===== src/rtl/reg_file_wb_queue.sv =====
// Writeback queue in front of the register file's single write port.
// Requests are buffered in a circular FIFO and drained one per cycle unless
// the write port is stalled. Read ports are forwarded from pending entries so
// a read never sees a stale value for a register with an outstanding write.
module reg_file_wb_queue #(
    parameter int unsigned DEPTH      = 4,
    parameter int unsigned DATA_WIDTH = 32,
    parameter int unsigned ADDR_WIDTH = 5
) (
    input  logic                      clk_i,
    input  logic                      rst_i,
    input  logic                      in_valid_i,
    output logic                      in_ready_o,
    input  logic [ADDR_WIDTH-1:0]     in_reg_i,
    input  logic [DATA_WIDTH-1:0]     in_data_i,
    input  logic                      wr_stall_i,
    output logic                      wr_en_o,
    output logic [ADDR_WIDTH-1:0]     wr_reg_o,
    output logic [DATA_WIDTH-1:0]     wr_data_o,
    input  logic [ADDR_WIDTH-1:0]     rd_reg_1_i,
    input  logic [ADDR_WIDTH-1:0]     rd_reg_2_i,
    input  logic [DATA_WIDTH-1:0]     rf_rd_data_1_i,
    input  logic [DATA_WIDTH-1:0]     rf_rd_data_2_i,
    output logic [DATA_WIDTH-1:0]     rd_data_1_o,
    output logic [DATA_WIDTH-1:0]     rd_data_2_o,
    output logic [$clog2(DEPTH):0]    count_o
);

    localparam int unsigned PtrW = $clog2(DEPTH);
    localparam int unsigned CntW = PtrW + 1;

    logic [ADDR_WIDTH-1:0] reg_q  [DEPTH];
    logic [DATA_WIDTH-1:0] data_q [DEPTH];
    logic [DEPTH-1:0]      valid_q;
    logic [PtrW-1:0]       head_q, tail_q;
    logic [CntW-1:0]       count_q, count_d;

    logic full, empty, accept, push, pop;

    // Handshake, drain and occupancy bookkeeping.
    always_comb begin
        full       = (count_q == CntW'(DEPTH));
        empty      = (count_q == '0);
        // Readiness depends only on registered occupancy: a full queue does
        // not accept even when it drains in the same cycle.
        in_ready_o = !full && !rst_i;
        accept     = in_valid_i && in_ready_o;
        // x0 writes are swallowed: the handshake completes but nothing is kept.
        push       = accept && (in_reg_i != '0);
        // Gating by reset keeps discarded entries off the write port.
        pop        = !empty && !wr_stall_i && !rst_i;
        wr_en_o    = pop;
        wr_reg_o   = reg_q[head_q];
        wr_data_o  = data_q[head_q];
        count_o    = count_q;
        count_d    = count_q;
        if (push && !pop) begin
            count_d = count_q + CntW'(1);
        end else if (!push && pop) begin
            count_d = count_q - CntW'(1);
        end
    end

    // Read forwarding: scan oldest to youngest so the youngest match wins.
    always_comb begin
        rd_data_1_o = rf_rd_data_1_i;
        rd_data_2_o = rf_rd_data_2_i;
        for (int unsigned i = 0; i < DEPTH; i++) begin
            if (valid_q[head_q + PtrW'(i)] && (reg_q[head_q + PtrW'(i)] == rd_reg_1_i)) begin
                rd_data_1_o = data_q[head_q + PtrW'(i)];
            end
            if (valid_q[head_q + PtrW'(i)] && (reg_q[head_q + PtrW'(i)] == rd_reg_2_i)) begin
                rd_data_2_o = data_q[head_q + PtrW'(i)];
            end
        end
        if (rd_reg_1_i == '0) begin
            rd_data_1_o = '0;
        end
        if (rd_reg_2_i == '0) begin
            rd_data_2_o = '0;
        end
    end

    // Queue state: pointers, occupancy, entry valid bits and storage.
    always_ff @(posedge clk_i) begin
        if (rst_i) begin
            head_q  <= '0;
            tail_q  <= '0;
            count_q <= '0;
            valid_q <= '0;
        end else begin
            // push and pop never target the same slot: that needs full or empty.
            if (push) begin
                reg_q[tail_q]   <= in_reg_i;
                data_q[tail_q]  <= in_data_i;
                valid_q[tail_q] <= 1'b1;
                tail_q          <= tail_q + PtrW'(1);
            end
            if (pop) begin
                valid_q[head_q] <= 1'b0;
                head_q          <= head_q + PtrW'(1);
            end
            count_q <= count_d;
        end
    end

endmodule


===== config.mk =====
export PLATFORM = sky130hd
export DESIGN_NAME = reg_file_wb_queue
export DESIGN_NICKNAME = d
export VERILOG_FILES = /design/src/rtl/reg_file_wb_queue.sv
export SDC_FILE = /design/constraint.sdc
export NUM_CORES = 1
export LEC_CHECK = 0
export ABC_AREA = 1
export CORE_UTILIZATION = 50
export DETAILED_ROUTE_END_ITERATION = 8
export PLACE_DENSITY = 0.77
export SYNTH_ARGS = -nofsm -noshare
export SYNTH_HDL_FRONTEND = slang
export SYNTH_SLANG_ARGS = --single-unit

===== constraint.sdc =====
create_clock -name clk_i -period 3.61 [get_ports clk_i]
set_clock_uncertainty 0.15 [all_clocks]
set_input_delay 0.5415 -clock clk_i [delete_from_list [all_inputs] [get_ports clk_i]]
set_output_delay 0.5415 -clock clk_i [all_outputs]
set_load 0.01 [all_outputs]

==> results.cfg, run 1 <==
[status]
status = complete, but fails checks
violations = DRC, setup timing

[synth]
synthDistinctLibCells = 39
synth-edff-count = 148
synth_fp_nets = 2241
yosysSeqAreaShare = 0.344
ys_ff_latch = 161
avgSynthCellArea_um2 = 6.46
synth_top_area_share = 0.325
async_flop_share = 0
ys_top_cells_by_area = edfxtp_1, nand2_1, nor2_1
synth_flop_cell = edfxtp_1
syn_area_um2 = 13700
syn-instance-count = 2116
yosys.area.top_type = edfxtp_1
yosysWarnings = 0

[drt]
first_pass_iters = 9
num_vias = 17200
drt_wl_total_mm = 59.4
drt_iter0_drc = 2645
post_drt_wl_per_cell_um = 21.5
viasPerCell = 6.21
drc = 8
ant_nets = 0

[pwr]
power_density_nw_per_um2 = 446
power.total_mw = 8.75
swShare = 0.460
clockPowerShare = 0.199
leakage_nw = 8.88
intPower_mw = 4.73
seq_power_share = 0.251
ir_drop_mv = 0.342
power_frac_comb = 0.550
p_sw_mw = 4.02

[clock_network]
path_clk_slew_ps = 70
cts_hold_buffers = 0
clockRootBuffer = clkbuf_16
insertion_delay_ps = 440
cts_buffers = 17
clockBufferDepth = 2
cts_tree = built
ctsHtreeMaxLevel = 4
cts_sinks = 161

[grt]
grt_pass1_vias = 15500
grt_max_degree = 85
grt_usage = 0.382
antenna_found_initial = 2
grt_first_pass_wirelength_mm = 82.9
grt-ovfl-total = 0

[layout]
area_growth_pct = 43.6
final_common_cell = nand2_1
regArea_um2 = 4710
final_cell_mix = nand2_1, nor2_1, o21ai_0
drive_gt1_frac = 0.259
multi_input_area_um2 = 8700
diodes = 0
final_cells = 2763
nets = 2534
num-fill-cells = 1961

[worst_setup_path]
path_class = reg -> out
r2r_end = data_q[1][0]
arrival_ps = 3130
worstRegToRegCells = 7
cpPeakStageDelay_ps = 410
r2r_start = count_o[0]
path_cells = inv_8 > ha_4 > clkinvlp_4 > buf_6 > nand3_4 > buf_4 > nand3_1 > nand2_2 > nor2_4 > nand3_4 > buf_6 > buf_12 > nor2_1 > nor2_1 > nand2_2 > a21oi_4 > buf_6
worstSetupEndpointType = output port
worst_path_max_delay_cell = dfxtp_4
cp-start-kind = register
critPathMaxFanout = 7
r2r_slack_ps = 1300
crit_required_ps = 2920
critPathMostFrequentCell = buf_6

[floorplanning]
rows = 60
initial_utilization = 0.508
dieArea_um2 = 28000
ios = 221
die_h_um = 167
core_area_um2 = 26900
die_x_um = 167

[timing]
hold_violations = 0
rsz0062_at_grt = true
fin_ws_ps = -215
worst_pin_slew_ps = 670
finalCritPeriodShare = 1.06
slew_headroom = 0.553
max_freq_mhz = 261
slew_viol_final = 0
fin_crit_ps = 3830
setup_viol = 51

[placed_design]
placedCellCount = 2661
place.gp.congestion = 1.01
dpl.hpwl_mm = 35.4
numPortBuffers = 220

[hold_path]
whs_endpoint = tail_q[0]
hold_depth = 1
hp-start = tail_q[0]
hp-class = reg -> reg

[run]
cap_violations = 0
cells by family after synthesis:
| group | count (synthesis) | synth area share |
|---|---|---|
| adders and majority gates | 10 | 0.00971 |
| AOI/OAI and AO/OA | 446 | 0.177 |
| buffers and inverters | 348 | 0.110 |
| xor gates and xnor gates | 10 | 0.00641 |
| muxes | 3 | 0.00220 |
| and+or+nand+nor | 1138 | 0.351 |
| DFF | 161 | 0.344 |
per-layer routing:
metal,share of wire,track usage
met4,0.072,0.223
met1,0.35,0.480
met2,0.44,0.601
met5,0.00056,0
met3,0.15,0.0877
critical path, delay by kind of cell, from the launching register on:
| family | cells | cell delay (ps) |
|---|---|---|
| adder cells (fa/ha/maj) | 1 | 290 |
| AND/OR/NAND/NOR | 8 | 820 |
| flip-flops | 1 | 410 |
| buffers and inverters | 7 | 910 |
| AO/OA/AOI/OAI | 1 | 230 |
final cells by class:
type                       count  share of cell area
multi-input combinational   1607               0.443
tap                          341              0.0217
sequential                   161               0.240
timing repair buffer         420               0.227
clock inverter                15             0.00631
clock buffer                  17              0.0217
inverter                     202              0.0400
registers in the layout, indices dropped and copies added, names as in the netlist, named ones only:
register,count
count_o,3
data_q,128
tail_q,2
head_q,2
valid_q,4
reg_q,20
how the worst max path moves through the flow:
stage	from	endpoint	slack [ps]	depth (start not counted)
after detailed placement	rd_reg_2_i[4]	rd_data_2_o[4]	-70	10
after floorplan	head_q[0]	rd_data_2_o[1]	20	19
after global placement	rd_reg_1_i[0]	rd_data_1_o[28]	-80	12
after CTS	head_q[0]	rd_data_1_o[18]	-240	13
after global routing	head_q[0]	rd_data_2_o[31]	-300	17
final	head_q[0]	rd_data_2_o[31]	-220	17
synth_stat cells (2+ instances only):
cell type and number:
a21oi_1 176, a21oi_2 23, a22oi_1 31, buf_1 16, buf_2 44, buf_4 6, buf_6 14, clkbuf_1 65
dfxtp_1 13, edfxtp_1 148, ha_1 9, inv_1 196, inv_2 5, mux2i_1 3, nand2_1 635, nand2_2 3
nand3_1 139, nand3_2 26, nand4_1 39, nor2_1 277, nor2_2 5, nor2_4 3, nor3_1 5, o21ai_0 203
o21ai_1 8, o22ai_1 2, xor2_1 10
timing repair:
item	CTS	global route
setup endpoints to repair	64	64
pin swaps	38	128
buffers inserted	31	25
gates cloned	5	17
hold endpoints to repair	0	0
gates resized for setup	310	355
power by group through the flow:
stage,logic (mW),clock network [mW],registers (mW)
global route,5.11,1.80,2.21
global placement,4.06,0,2.23
floorplan,2.46,0,2.21
CTS,4.25,1.73,2.19
detailed placement,4.12,0,2.23
finish,4.81,1.74,2.20
metrics by stage:
stage / cell area (um^2) / worst slack (ps) / setup TNS [ps] / util / hold WS, ps
after CTS: 18000 / -244 / -2800 / 0.672 / 358
after global placement: 17000 / -77.0 / -717 / 0.631 / 339
after floorplan: 13700 / 21.0 / 0 / - / 313
after detailed placement: 17000 / -67.0 / -293 / 0.631 / 342
final: 19600 / -215 / -3490 / 0.730 / 365
after global routing: 19600 / -302 / -9060 / 0.730 / 415
Note: power is estimated with default switching activity, not from simulation.
==> inputs of run 2 (changes only) <==
--- a/config.mk
+++ b/config.mk
@@ -6,8 +6,10 @@
 export NUM_CORES = 1
 export LEC_CHECK = 0
 export ABC_AREA = 1
+export ABC_CLOCK_PERIOD_IN_PS = 3610
 export CORE_UTILIZATION = 50
 export DETAILED_ROUTE_END_ITERATION = 8
+export GPL_ROUTABILITY_DRIVEN = 1
 export PLACE_DENSITY = 0.77
 export SYNTH_ARGS = -nofsm -noshare
 export SYNTH_HDL_FRONTEND = slang
==> results of run 2 <==
Final layout, timing and power as in run 1 (identical DEF).
